===== config.mk =====
export PLATFORM = sky130hd
export DESIGN_NAME = spi_xfer_ctrl_flat
export DESIGN_NICKNAME = d
export VERILOG_FILES = /design/src/rtl/spi_pkg.sv /design/src/rtl/spi_xfer_ctrl_if.sv /design/src/rtl/spi_baud_gen.sv /design/src/rtl/spi_xfer_ctrl.sv /design/src/flat_wrapper.sv
export SDC_FILE = /design/constraint.sdc
export NUM_CORES = 1
export LEC_CHECK = 0
export CORE_ASPECT_RATIO = 0.8
export CORE_MARGIN = 4
export CORE_UTILIZATION = 50
export CTS_BUF_LIST = sky130_fd_sc_hd__clkbuf_4
export DETAILED_ROUTE_END_ITERATION = 6
export GPL_TIMING_DRIVEN = 1
export PLACE_DENSITY_LB_ADDON = 0.25
export SYNTH_ARGS = -nofsm -noshare
export SYNTH_HDL_FRONTEND = slang
export SYNTH_SLANG_ARGS = --single-unit
export TNS_END_PERCENT = 5

===== constraint.sdc =====
create_clock -name PCLK -period 5.2 [get_ports PCLK]
set_input_delay 1.04 -clock PCLK [delete_from_list [all_inputs] [get_ports PCLK]]
set_output_delay 1.04 -clock PCLK [all_outputs]
set_load 0.03 [all_outputs]

===== src/rtl/spi_pkg.sv =====
// Shared types and helpers for the SPI master transfer controller and its baud generator.
package spi_pkg;

  localparam int unsigned BitsDefault = 8;
  localparam int unsigned DivWDefault = 12;

  typedef enum logic [2:0] {
    StIdle,
    StLoad,
    StXfer,
    StTail,
    StDone
  } spi_state_e;

  // Divisor D = (sppr+1) * 2^(spr+1); ranges 2..2048, so 12 bits never truncate.
  function automatic logic [DivWDefault-1:0] spi_divisor(input logic [2:0] sppr,
                                                         input logic [2:0] spr);
    logic [DivWDefault-1:0] base;
    base = DivWDefault'(sppr) + DivWDefault'(1);
    return base << ({1'b0, spr} + 4'd1);
  endfunction

endpackage


===== src/rtl/spi_xfer_ctrl_if.sv =====
// Request/sequencing bus between a requester and the SPI transfer controller.
interface spi_xfer_ctrl_if;

  logic       start;
  logic       cpol;
  logic       cphase;
  logic [2:0] sppr;
  logic [2:0] spr;
  logic       cphase_q;
  logic       cpol_q;
  logic       busy;
  logic       done;
  logic       ss;
  logic       sclk;
  logic       send_data;
  logic       receive_data;
  logic       flag_low;
  logic       flag_high;
  logic       flags_low;
  logic       flags_high;

  // Requester side.
  modport master (
    output start, cpol, cphase, sppr, spr,
    input  cphase_q, cpol_q, busy, done, ss, sclk, send_data, receive_data,
    input  flag_low, flag_high, flags_low, flags_high
  );

  // Controller side.
  modport slave (
    input  start, cpol, cphase, sppr, spr,
    output cphase_q, cpol_q, busy, done, ss, sclk, send_data, receive_data,
    output flag_low, flag_high, flags_low, flags_high
  );

endinterface


===== src/rtl/spi_baud_gen.sv =====
// Baud counter, sclk phase toggle and per-edge flag pulse generation for one SPI frame.
module spi_baud_gen
  import spi_pkg::*;
#(
  parameter int unsigned DIV_W = DivWDefault
) (
  input  logic       PCLK,
  input  logic       PRESETn,
  input  logic       clr,
  input  logic       run,
  input  logic       edge_en,
  input  logic       cpol_q,
  input  logic [2:0] sppr_q,
  input  logic [2:0] spr_q,
  output logic       bc_last,
  output logic       sclk,
  output logic       flag_low,
  output logic       flag_high,
  output logic       flags_low,
  output logic       flags_high
);

  logic [DIV_W-1:0] div;
  logic [DIV_W-1:0] bc_q, bc_d;
  logic             ph_q, ph_d;
  logic             pre_edge;
  logic             at_edge;

  assign div      = DIV_W'(spi_divisor(sppr_q, spr_q));
  assign bc_last  = run && (bc_q == div - DIV_W'(1));
  assign pre_edge = edge_en && (bc_q == div - DIV_W'(2));
  assign at_edge  = edge_en && bc_last;

  // sclk is the idle level xor an edge-parity bit, so it returns to cpol_q after 2*BITS edges.
  assign sclk       = cpol_q ^ ph_q;
  assign flags_low  = pre_edge && !sclk;
  assign flags_high = pre_edge && sclk;
  assign flag_low   = at_edge && !sclk;
  assign flag_high  = at_edge && sclk;

  always_comb begin
    bc_d = bc_q;
    ph_d = ph_q;
    if (clr) begin
      bc_d = '0;
      ph_d = 1'b0;
    end else if (run) begin
      bc_d = bc_last ? '0 : bc_q + DIV_W'(1);
      if (at_edge) begin
        ph_d = ~ph_q;
      end
    end
  end

  always_ff @(posedge PCLK or negedge PRESETn) begin
    if (!PRESETn) begin
      bc_q <= '0;
      ph_q <= 1'b0;
    end else begin
      bc_q <= bc_d;
      ph_q <= ph_d;
    end
  end

endmodule


===== src/rtl/spi_xfer_ctrl.sv =====
// SPI master transfer sequencer: latches a request, frames ss/sclk and strobes the byte shifter.
// Optional back-to-back frames without ss deassertion when SPI_CONT_XFER_EN is defined.
module spi_xfer_ctrl
  import spi_pkg::*;
#(
  parameter int unsigned DIV_W = DivWDefault,
  parameter int unsigned BITS  = BitsDefault
) (
  input logic           PCLK,
  input logic           PRESETn,
  spi_xfer_ctrl_if.slave bus
);

  localparam int unsigned     EcW    = $clog2(2 * BITS + 1);
  localparam logic [EcW-1:0] EcLast = EcW'(2 * BITS - 1);

  spi_state_e     state_q, state_d;
  logic [EcW-1:0] ec_q, ec_d;
  logic           ss_q, ss_d;
  logic           cpol_q, cphase_q;
  logic [2:0]     sppr_q, spr_q;
  logic           cont;
  logic           accept;
  logic           bc_last;
  logic           sclk;
  logic           flag_low, flag_high, flags_low, flags_high;

`ifdef SPI_CONT_XFER_EN
  assign cont = bus.start;
`else
  assign cont = 1'b0;
`endif

  assign accept = ((state_q == StIdle) && bus.start) || ((state_q == StDone) && cont);

  always_comb begin
    state_d = state_q;
    ec_d    = ec_q;
    ss_d    = ss_q;
    unique case (state_q)
      StIdle: begin
        if (bus.start) state_d = StLoad;
      end
      StLoad: begin
        ss_d    = 1'b0;
        ec_d    = '0;
        state_d = StXfer;
      end
      StXfer: begin
        if (bc_last) begin
          ec_d = ec_q + EcW'(1);
          if (ec_q == EcLast) state_d = StTail;
        end
      end
      StTail: begin
        if (bc_last) state_d = StDone;
      end
      StDone: begin
        // A continued frame keeps ss asserted straight into the next load.
        if (cont) begin
          state_d = StLoad;
        end else begin
          state_d = StIdle;
          ss_d    = 1'b1;
        end
      end
      default: state_d = StIdle;
    endcase
  end

  always_ff @(posedge PCLK or negedge PRESETn) begin
    if (!PRESETn) begin
      state_q  <= StIdle;
      ec_q     <= '0;
      ss_q     <= 1'b1;
      cpol_q   <= 1'b0;
      cphase_q <= 1'b0;
      sppr_q   <= '0;
      spr_q    <= '0;
    end else begin
      state_q <= state_d;
      ec_q    <= ec_d;
      ss_q    <= ss_d;
      if (accept) begin
        cpol_q   <= bus.cpol;
        cphase_q <= bus.cphase;
        sppr_q   <= bus.sppr;
        spr_q    <= bus.spr;
      end
    end
  end

  spi_baud_gen #(
    .DIV_W(DIV_W)
  ) u_baud (
    .PCLK      (PCLK),
    .PRESETn   (PRESETn),
    .clr       (state_q == StLoad),
    .run       ((state_q == StXfer) || (state_q == StTail)),
    .edge_en   (state_q == StXfer),
    .cpol_q    (cpol_q),
    .sppr_q    (sppr_q),
    .spr_q     (spr_q),
    .bc_last   (bc_last),
    .sclk      (sclk),
    .flag_low  (flag_low),
    .flag_high (flag_high),
    .flags_low (flags_low),
    .flags_high(flags_high)
  );

  assign bus.cpol_q       = cpol_q;
  assign bus.cphase_q     = cphase_q;
  assign bus.busy         = (state_q != StIdle);
  assign bus.send_data    = (state_q == StLoad);
  assign bus.done         = (state_q == StDone);
  assign bus.receive_data = (state_q == StDone);
  assign bus.ss           = ss_q;
  assign bus.sclk         = sclk;
  assign bus.flag_low     = flag_low;
  assign bus.flag_high    = flag_high;
  assign bus.flags_low    = flags_low;
  assign bus.flags_high   = flags_high;

endmodule


===== src/flat_wrapper.sv =====
// flat-port wrapper written by rule: the top's interface ports become plain ports
module spi_xfer_ctrl_flat import spi_pkg::*;
#(
  parameter int unsigned DIV_W = DivWDefault,
  parameter int unsigned BITS  = BitsDefault
)
  (PCLK, PRESETn, bus_start, bus_cpol, bus_cphase, bus_sppr, bus_spr, bus_cphase_q, bus_cpol_q, bus_busy, bus_done, bus_ss, bus_sclk, bus_send_data, bus_receive_data, bus_flag_low, bus_flag_high, bus_flags_low, bus_flags_high);
  spi_xfer_ctrl_if bus_i ();
  input logic PCLK;
  input logic PRESETn;
  input wire logic [$bits(bus_i.start)-1:0] bus_start;
  input wire logic [$bits(bus_i.cpol)-1:0] bus_cpol;
  input wire logic [$bits(bus_i.cphase)-1:0] bus_cphase;
  input wire logic [$bits(bus_i.sppr)-1:0] bus_sppr;
  input wire logic [$bits(bus_i.spr)-1:0] bus_spr;
  output wire logic [$bits(bus_i.cphase_q)-1:0] bus_cphase_q;
  output wire logic [$bits(bus_i.cpol_q)-1:0] bus_cpol_q;
  output wire logic [$bits(bus_i.busy)-1:0] bus_busy;
  output wire logic [$bits(bus_i.done)-1:0] bus_done;
  output wire logic [$bits(bus_i.ss)-1:0] bus_ss;
  output wire logic [$bits(bus_i.sclk)-1:0] bus_sclk;
  output wire logic [$bits(bus_i.send_data)-1:0] bus_send_data;
  output wire logic [$bits(bus_i.receive_data)-1:0] bus_receive_data;
  output wire logic [$bits(bus_i.flag_low)-1:0] bus_flag_low;
  output wire logic [$bits(bus_i.flag_high)-1:0] bus_flag_high;
  output wire logic [$bits(bus_i.flags_low)-1:0] bus_flags_low;
  output wire logic [$bits(bus_i.flags_high)-1:0] bus_flags_high;
  assign bus_i.start = bus_start;
  assign bus_i.cpol = bus_cpol;
  assign bus_i.cphase = bus_cphase;
  assign bus_i.sppr = bus_sppr;
  assign bus_i.spr = bus_spr;
  assign bus_cphase_q = bus_i.cphase_q;
  assign bus_cpol_q = bus_i.cpol_q;
  assign bus_busy = bus_i.busy;
  assign bus_done = bus_i.done;
  assign bus_ss = bus_i.ss;
  assign bus_sclk = bus_i.sclk;
  assign bus_send_data = bus_i.send_data;
  assign bus_receive_data = bus_i.receive_data;
  assign bus_flag_low = bus_i.flag_low;
  assign bus_flag_high = bus_i.flag_high;
  assign bus_flags_low = bus_i.flags_low;
  assign bus_flags_high = bus_i.flags_high;
  spi_xfer_ctrl #(.DIV_W(DIV_W), .BITS(BITS)) u_core (.PCLK(PCLK), .PRESETn(PRESETn), .bus(bus_i));
endmodule

; ---- After elaboration in Yosys (flattened, before gate mapping)
; Index checks and enable logic that the tools add are counted.
[word_totals]
ff_bits = 30
output_inout_bits = 12
[op_classes]
n_addsub = 6
n_eq_ne = 11
n_shift = 1
mux = 14
n_bitwise = 2
n_reduce_logical = 19
[op_table]
columns = operator, count
row1 = 2-to-1 mux 12 bit, 3
row2 = == test 12 bit, 2
row3 = adder 12 x 1 -> 12 bit (second input constant), 1
row4 = 2-to-1 mux 3 bit, 4
row5 = one-hot mux 3 bit (4 select lines), 1
row6 = << shifter 12 x 4 -> 12 bit, 1
row7 = subtractor 12 x 1 -> 12 bit (second input constant), 1
row8 = subtractor 12 x 2 -> 12 bit (second input constant), 1
row9 = one-hot mux 5 bit (2 select lines), 1
row10 = adder 3 x 1 -> 4 bit (second input constant), 2
row11 = logical AND 1 bit, 8
row12 = nonzero test 2 bit, 4
row13 = == test 3 x 2 -> 1 bit (second input constant), 2
row14 = adder 5 x 1 -> 5 bit (second input constant), 1
row15 = == test 5 x 4 -> 1 bit (second input constant), 1
row16 = 2-to-1 mux 5 bit, 1
row17 = inequality test 2 x 1 -> 1 bit (second input constant), 2
row18 = inequality test 2 bit (second input constant), 2
row19 = AND reduction 2 bit, 2
row20 = AND reduction 4 bit, 1
row21 = == test 3 x 1 -> 1 bit (second input constant), 1
row22 = == test 3 bit (second input constant), 1
row23 = zero test 3 bit, 1
row24 = 2-to-1 mux 1 bit, 3
row25 = 6 further kinds, 6

; ---- Logic depth before layout (Yosys ltp)
[logic_depth]
depth_word = 9
depth_mapped = 16
depth_no_buf = 14

; ---- Modules after synthesis
; Synthesis repeated with hierarchy kept, for this count alone.
[hier_totals]
cells_unflattened = 341
hier_area_um2 = 2982.9
[modules_own_cells]
columns = mod, instances, cells_per_inst, area_per_inst_um2, seq_area_each_um2
row1 = spi_baud_gen, 1, 268, 2104.5, 325.3
row2 = spi_xfer_ctrl, 1, 73, 878.3, 426.7

; ---- Worst setup path before layout
; OpenSTA, ideal clock, no wires.
[synth_timing]
path_type = register -> output
startpoint = register u_core.spr_q[1]
endpoint = output bus_flags_low
arrival_time_ns = 3.548
path_slack_ns = 0.612
path_stages_with_launch = 12
path_buffers = 1
path_cell_list = dfrtp_1 -> ha_1 -> buf_2 -> nor3_2 -> nand2_1 -> ha_1 -> nor4_1 -> a21o_1 -> a211oi_1 -> or4_1 -> a2111oi_0 -> nor2b_1
[synth_via]
elab_chain_len = 6
[synth_rtl]
columns = item, line_no
row1 = "start, declared", spi_xfer_ctrl.sv:21  ; logic [2:0] sppr_q, spr_q;
row2 = "start signal, assigned", spi_xfer_ctrl.sv:88  ; spr_q <= bus.spr;
row3 = adder 3 x 1 -> 4 bit, spi_pkg.sv:20  ; return base << ({1'b0, spr} + 4'd1);
row4 = << shifter 12 x 4 -> 12 bit, spi_pkg.sv:20
row5 = subtractor 12 x 2 -> 12 bit, spi_baud_gen.sv:31  ; assign pre_edge = edge_en && (bc_q == div - DIV_W'(2));
row6 = == test 12 bit, spi_baud_gen.sv:31
row7 = logical AND 1 bit, spi_baud_gen.sv:31
row8 = logical AND 1 bit, spi_baud_gen.sv:36  ; assign flags_low = pre_edge && !sclk;
row9 = "end, declared", flat_wrapper.sv:26  ; output wire logic [$bits(bus_i.flags_low)-1:0] bus_flags_low;
; Every way passes these cells.

; ---- Final worst setup path
[layout_timing]
startpoint = register u_core.spr_q[0]
endpoint = output bus_flags_low
; Same word-level chain as after synthesis.

==> Implementation_results.wiki <==
{| class="wikitable"
! Metric !! Value
|-
| Number of setup violations in the final report || 0
|-
| Detailed router's first-iteration violation count || about 220
|-
| Maximum number of pins on one net before global-route repair || 31
|-
| Average routed wire per standard cell || 17.1 µm
|-
| First-pass GRT wire length || around 11,000 µm
|-
| Critical-path maximum fanout || 10
|-
| Nets || about 370
|-
| Highest attainable clock frequency || between 0.15 and 0.2 GHz
|-
| Cell with the largest stage delay on the worst path || or4_1
|-
| Endpoint arrival time on the critical path || approximately 4 ns
|-
| Fill count || 511
|-
| Setup slack of the most critical reg-to-reg path || approximately 1 ns
|-
| Placement-stage worst setup slack || ~0.42 ns
|-
| Number of I/O pins || 23
|-
| Synth Net Count || between 300 and 400
|-
| Port Buf Inserts || 22
|-
| Count of antenna-violating nets left after detailed routing || 0
|-
| Clock period minus final worst setup slack || a little over 5 ns
|-
| Total overflow reported by the global router || 0
|-
| Predominant post-synthesis flop cell || dfrtp_1
|-
| Leading cell types in the layout, fill and taps excluded || dfrtp_1 (28), nor2_1 (26), nand2_1 (25)
|-
| Commonest non-fill, non-tap cell in the layout || dfrtp_1
|-
| Number of synthesized register bits || 30
|-
| Number of core rows || 24
|-
| Number of max-cap violations || 0
|-
| Area of the die || slightly below 7000 µm²
|-
| Worst path setup slack after routing || roughly 0.16 ns
|-
| Worst Setup Start Kind || register
|-
| Antenna violations before repair || 0
|-
| Sink count of the clock tree || 30
|-
| WP depth || 13
|-
| Effective utilization at floorplan || 0.516
|-
| Area of the core region || 5470 µm²
|-
| Worst path top cell family by delay || simple AND/OR/NAND/NOR gates
|-
| Pre-antenna DRT Iters || 4
|-
| Detailed-route DRC error count || 0
|-
| Stage delay of the slowest cell on the critical path || about 0.56 ns
|-
| Critical Setup Path Class || register to output pin
|-
| Final HPWL DP || ~5500 µm
|-
| Number of cells on the worst reg-to-reg path || 13
|-
| Req. time, crit path || around 4.2 ns
|-
| Count of buffering cells on the critical path with inverters included || 2
|-
| Chip height || roughly 75 µm
|-
| Clock latency of the later-clocked register in the worst-skew pair || between 0.3 and 0.4 ns
|-
| Final Max Tran Viols || 0
|-
| Via count || 2,750
|-
| Critical Path End || bus_flags_low
|-
| Normalized max-slew margin || 0.376
|-
| Cell-by-cell listing of the critical path || ha_1 > or3b_1 > o211ai_4 > nand2_1 > ha_1 > o31a_1 > buf_4 > nor3_1 > a211oi_1 > or4_1 > a2111oi_1 > nor2b_1 > buf_4
|-
| CTS tree || done
|-
| Post-synthesis cell type count || 78
|-
| Transition time of the tightest slew-check pin || about 0.93 ns
|-
| Library cell used as clock root buffer || clkbuf_4
|-
| Nature of the critical path endpoint || output pin
|-
| Classification of the worst-slack hold path || register to register
|-
| Worst setup skew after layout || ~0.005 ns
|-
| Cell count after synthesis || ~330
|-
| Share of final-layout standard cells stronger than drive strength 1 || 0.160
|-
| Overall routed net length || 7290 µm
|-
| Clk slew on worst S/H paths || around 0.10 ns
|-
| Hold Worst Slack || a little over 0.5 ns
|-
| Result of the run || finished, final reports clean
|-
| Number of hold violations in the final report || 0
|-
| Growth of design area from synthesis to finish || 14.1%
|-
| Via/cell ratio || 6.44
|-
| H-tree levels || 2
|-
| Number of global-route vias before repair || between 2,000 and 2,500
|-
| EDFF count, synth || 0
|-
| Start of the worst register-to-register path || u_core.spr_q[0]$_DFFE_PN0P_
|-
| Post-synth ARST share || 1.00
|-
| CTS Hold Buffers Added || 0
|-
| Period utilisation layout || 0.969
|-
| All-layer global routing usage || 0.207
|-
| Die X || ~92 µm
|-
| Final Wtd Congestion || slightly below 0.9
|-
| Hold path depth || 1
|-
| Worst setup path start || u_core.spr_q[0]$_DFFE_PN0P_
|-
| Per-instance average area after synthesis || roughly 8.6 µm²
|-
| Reg-to-Reg End || u_core.u_baud.bc_q[4]$_DFFE_PN0P_
|-
| Final Core Density || 0.589
|-
| Synthesized cell area || ~2800 µm²
|-
| Number of warning messages in the yosys log || 0
|-
| Num CTS Buffers || 5
|-
| Post-synthesis sequential area ratio || 0.267
|-
| Number of buffers on the longest clock path || 2
|-
| Total inserted antenna cells || 0
|}
==> through the flow <==
| step | area, µm² | instances | setup TNS [ns] |
|---|---|---|---|
| final | 3220 | 427 | 0 |
| after CTS | 3160 | 425 | 0 |
| after detailed placement | 3080 | 417 | 0 |
| after floorplan | 2820 | 328 | 0 |
| after global routing | 3220 | 427 | -0.0175 |
| after global placement | 3080 | 417 | 0 |
==> cell type report <==
| class | instances | area [µm²] | area share |
|---|---|---|---|
| multi-input cells | 272 | 1990 | 0.618 |
| flip-flops and latches | 30 | 753 | 0.234 |
| repair buffers | 29 | 263 | 0.0817 |
| well taps | 78 | 97.6 | 0.0303 |
| clock buffers | 6 | 45.0 | 0.0140 |
| inverters | 10 | 37.5 | 0.0117 |
| clock inverters | 2 | 33.8 | 0.0105 |
==> worst register-to-register path: stages, from the launching register on <==
cell and delay [ns]:
dfrtp_1 0.39, ha_1 0.39, nor3b_2 0.33, o21ai_1 0.25
ha_2 0.30, nand2b_1 0.13, a211oi_1 0.07, a311oi_1 0.26
o311ai_2 0.21, or4_4 0.46, a311oi_4 0.38, o2111a_1 0.48
nor2_2 0.12, a221o_1 0.30
==> worst min-delay path by stage <==
stage,from,end,slack [ns]
after floorplan,u_core.ec_q[4]$_DFFE_PN0P_,u_core.ec_q[4]$_DFFE_PN0P_,0.47
after global placement,u_core.ec_q[4]$_DFFE_PN0P_,u_core.ec_q[4]$_DFFE_PN0P_,0.49
after detailed placement,u_core.bus.cphase_q$_DFFE_PN0P_,u_core.bus.cphase_q$_DFFE_PN0P_,0.49
after CTS,u_core.bus.cphase_q$_DFFE_PN0P_,u_core.bus.cphase_q$_DFFE_PN0P_,0.52
after global routing,u_core.bus.ss$_DFFE_PN1P_,u_core.bus.ss$_DFFE_PN1P_,0.53
final,u_core.bus.cphase_q$_DFFE_PN0P_,u_core.bus.cphase_q$_DFFE_PN0P_,0.51
==> cells in the mapped netlist, types with 5 or more instances <==
master / count / share of area
a21oi_1: 5 / 0.0089
o31ai_1: 5 / 0.013
o211ai_1: 5 / 0.013
xnor2_1: 8 / 0.025
inv_1: 10 / 0.013
ha_1: 7 / 0.031
or4_1: 5 / 0.013
nand2b_1: 6 / 0.013
dfrtp_1: 29 / 0.26
a31oi_1: 5 / 0.011
xor2_1: 9 / 0.028
nor3_1: 6 / 0.011
nor2b_1: 7 / 0.016
nor4_1: 8 / 0.018
nand3_1: 19 / 0.034
buf_2: 5 / 0.0089
nor2_1: 26 / 0.035
o31a_1: 5 / 0.016
nand4_1: 10 / 0.022
o21ai_0: 8 / 0.014
clkbuf_1: 5 / 0.0067
nand2_1: 26 / 0.035
mux2_2: 8 / 0.032
and3_1: 8 / 0.018
==> sequential cells by signal, summed over array words and instances (netlist names) <==
name and flops:
u_core.spr_q 3, u_core.ec_q 5, u_core.bus.cphase_q 1, u_core.sppr_q 3
u_core.state_q 3, u_core.u_baud.bc_q 12, u_core.bus.cpol_q 1, u_core.u_baud.ph_q 1
u_core.bus.ss 1
==> repair_timing <==
item | 4_1_cts | 5_1_grt
setup endpoints to repair | 0 | 4
buffers inserted | 0 | 2
resized for setup | 0 | 9
==> metal layers <==
layer  share of wire  track usage
met1            0.48        0.303
met3           0.082       0.0370
met2            0.43        0.323
met4          0.0060       0.0478
met5               0            0
==> cells by family after synthesis <==
family          Yosys count  synth area share
xor+xnor                 18            0.0586
fa+ha+maj                 7            0.0311
simple gates            146             0.288
mux                      12            0.0462
compound gates           89             0.267
buf+inv                  26            0.0422
flops                    30             0.267
Power is not shown: default switching activity piles up to over one toggle a cycle in this logic, so the estimate is an artifact.
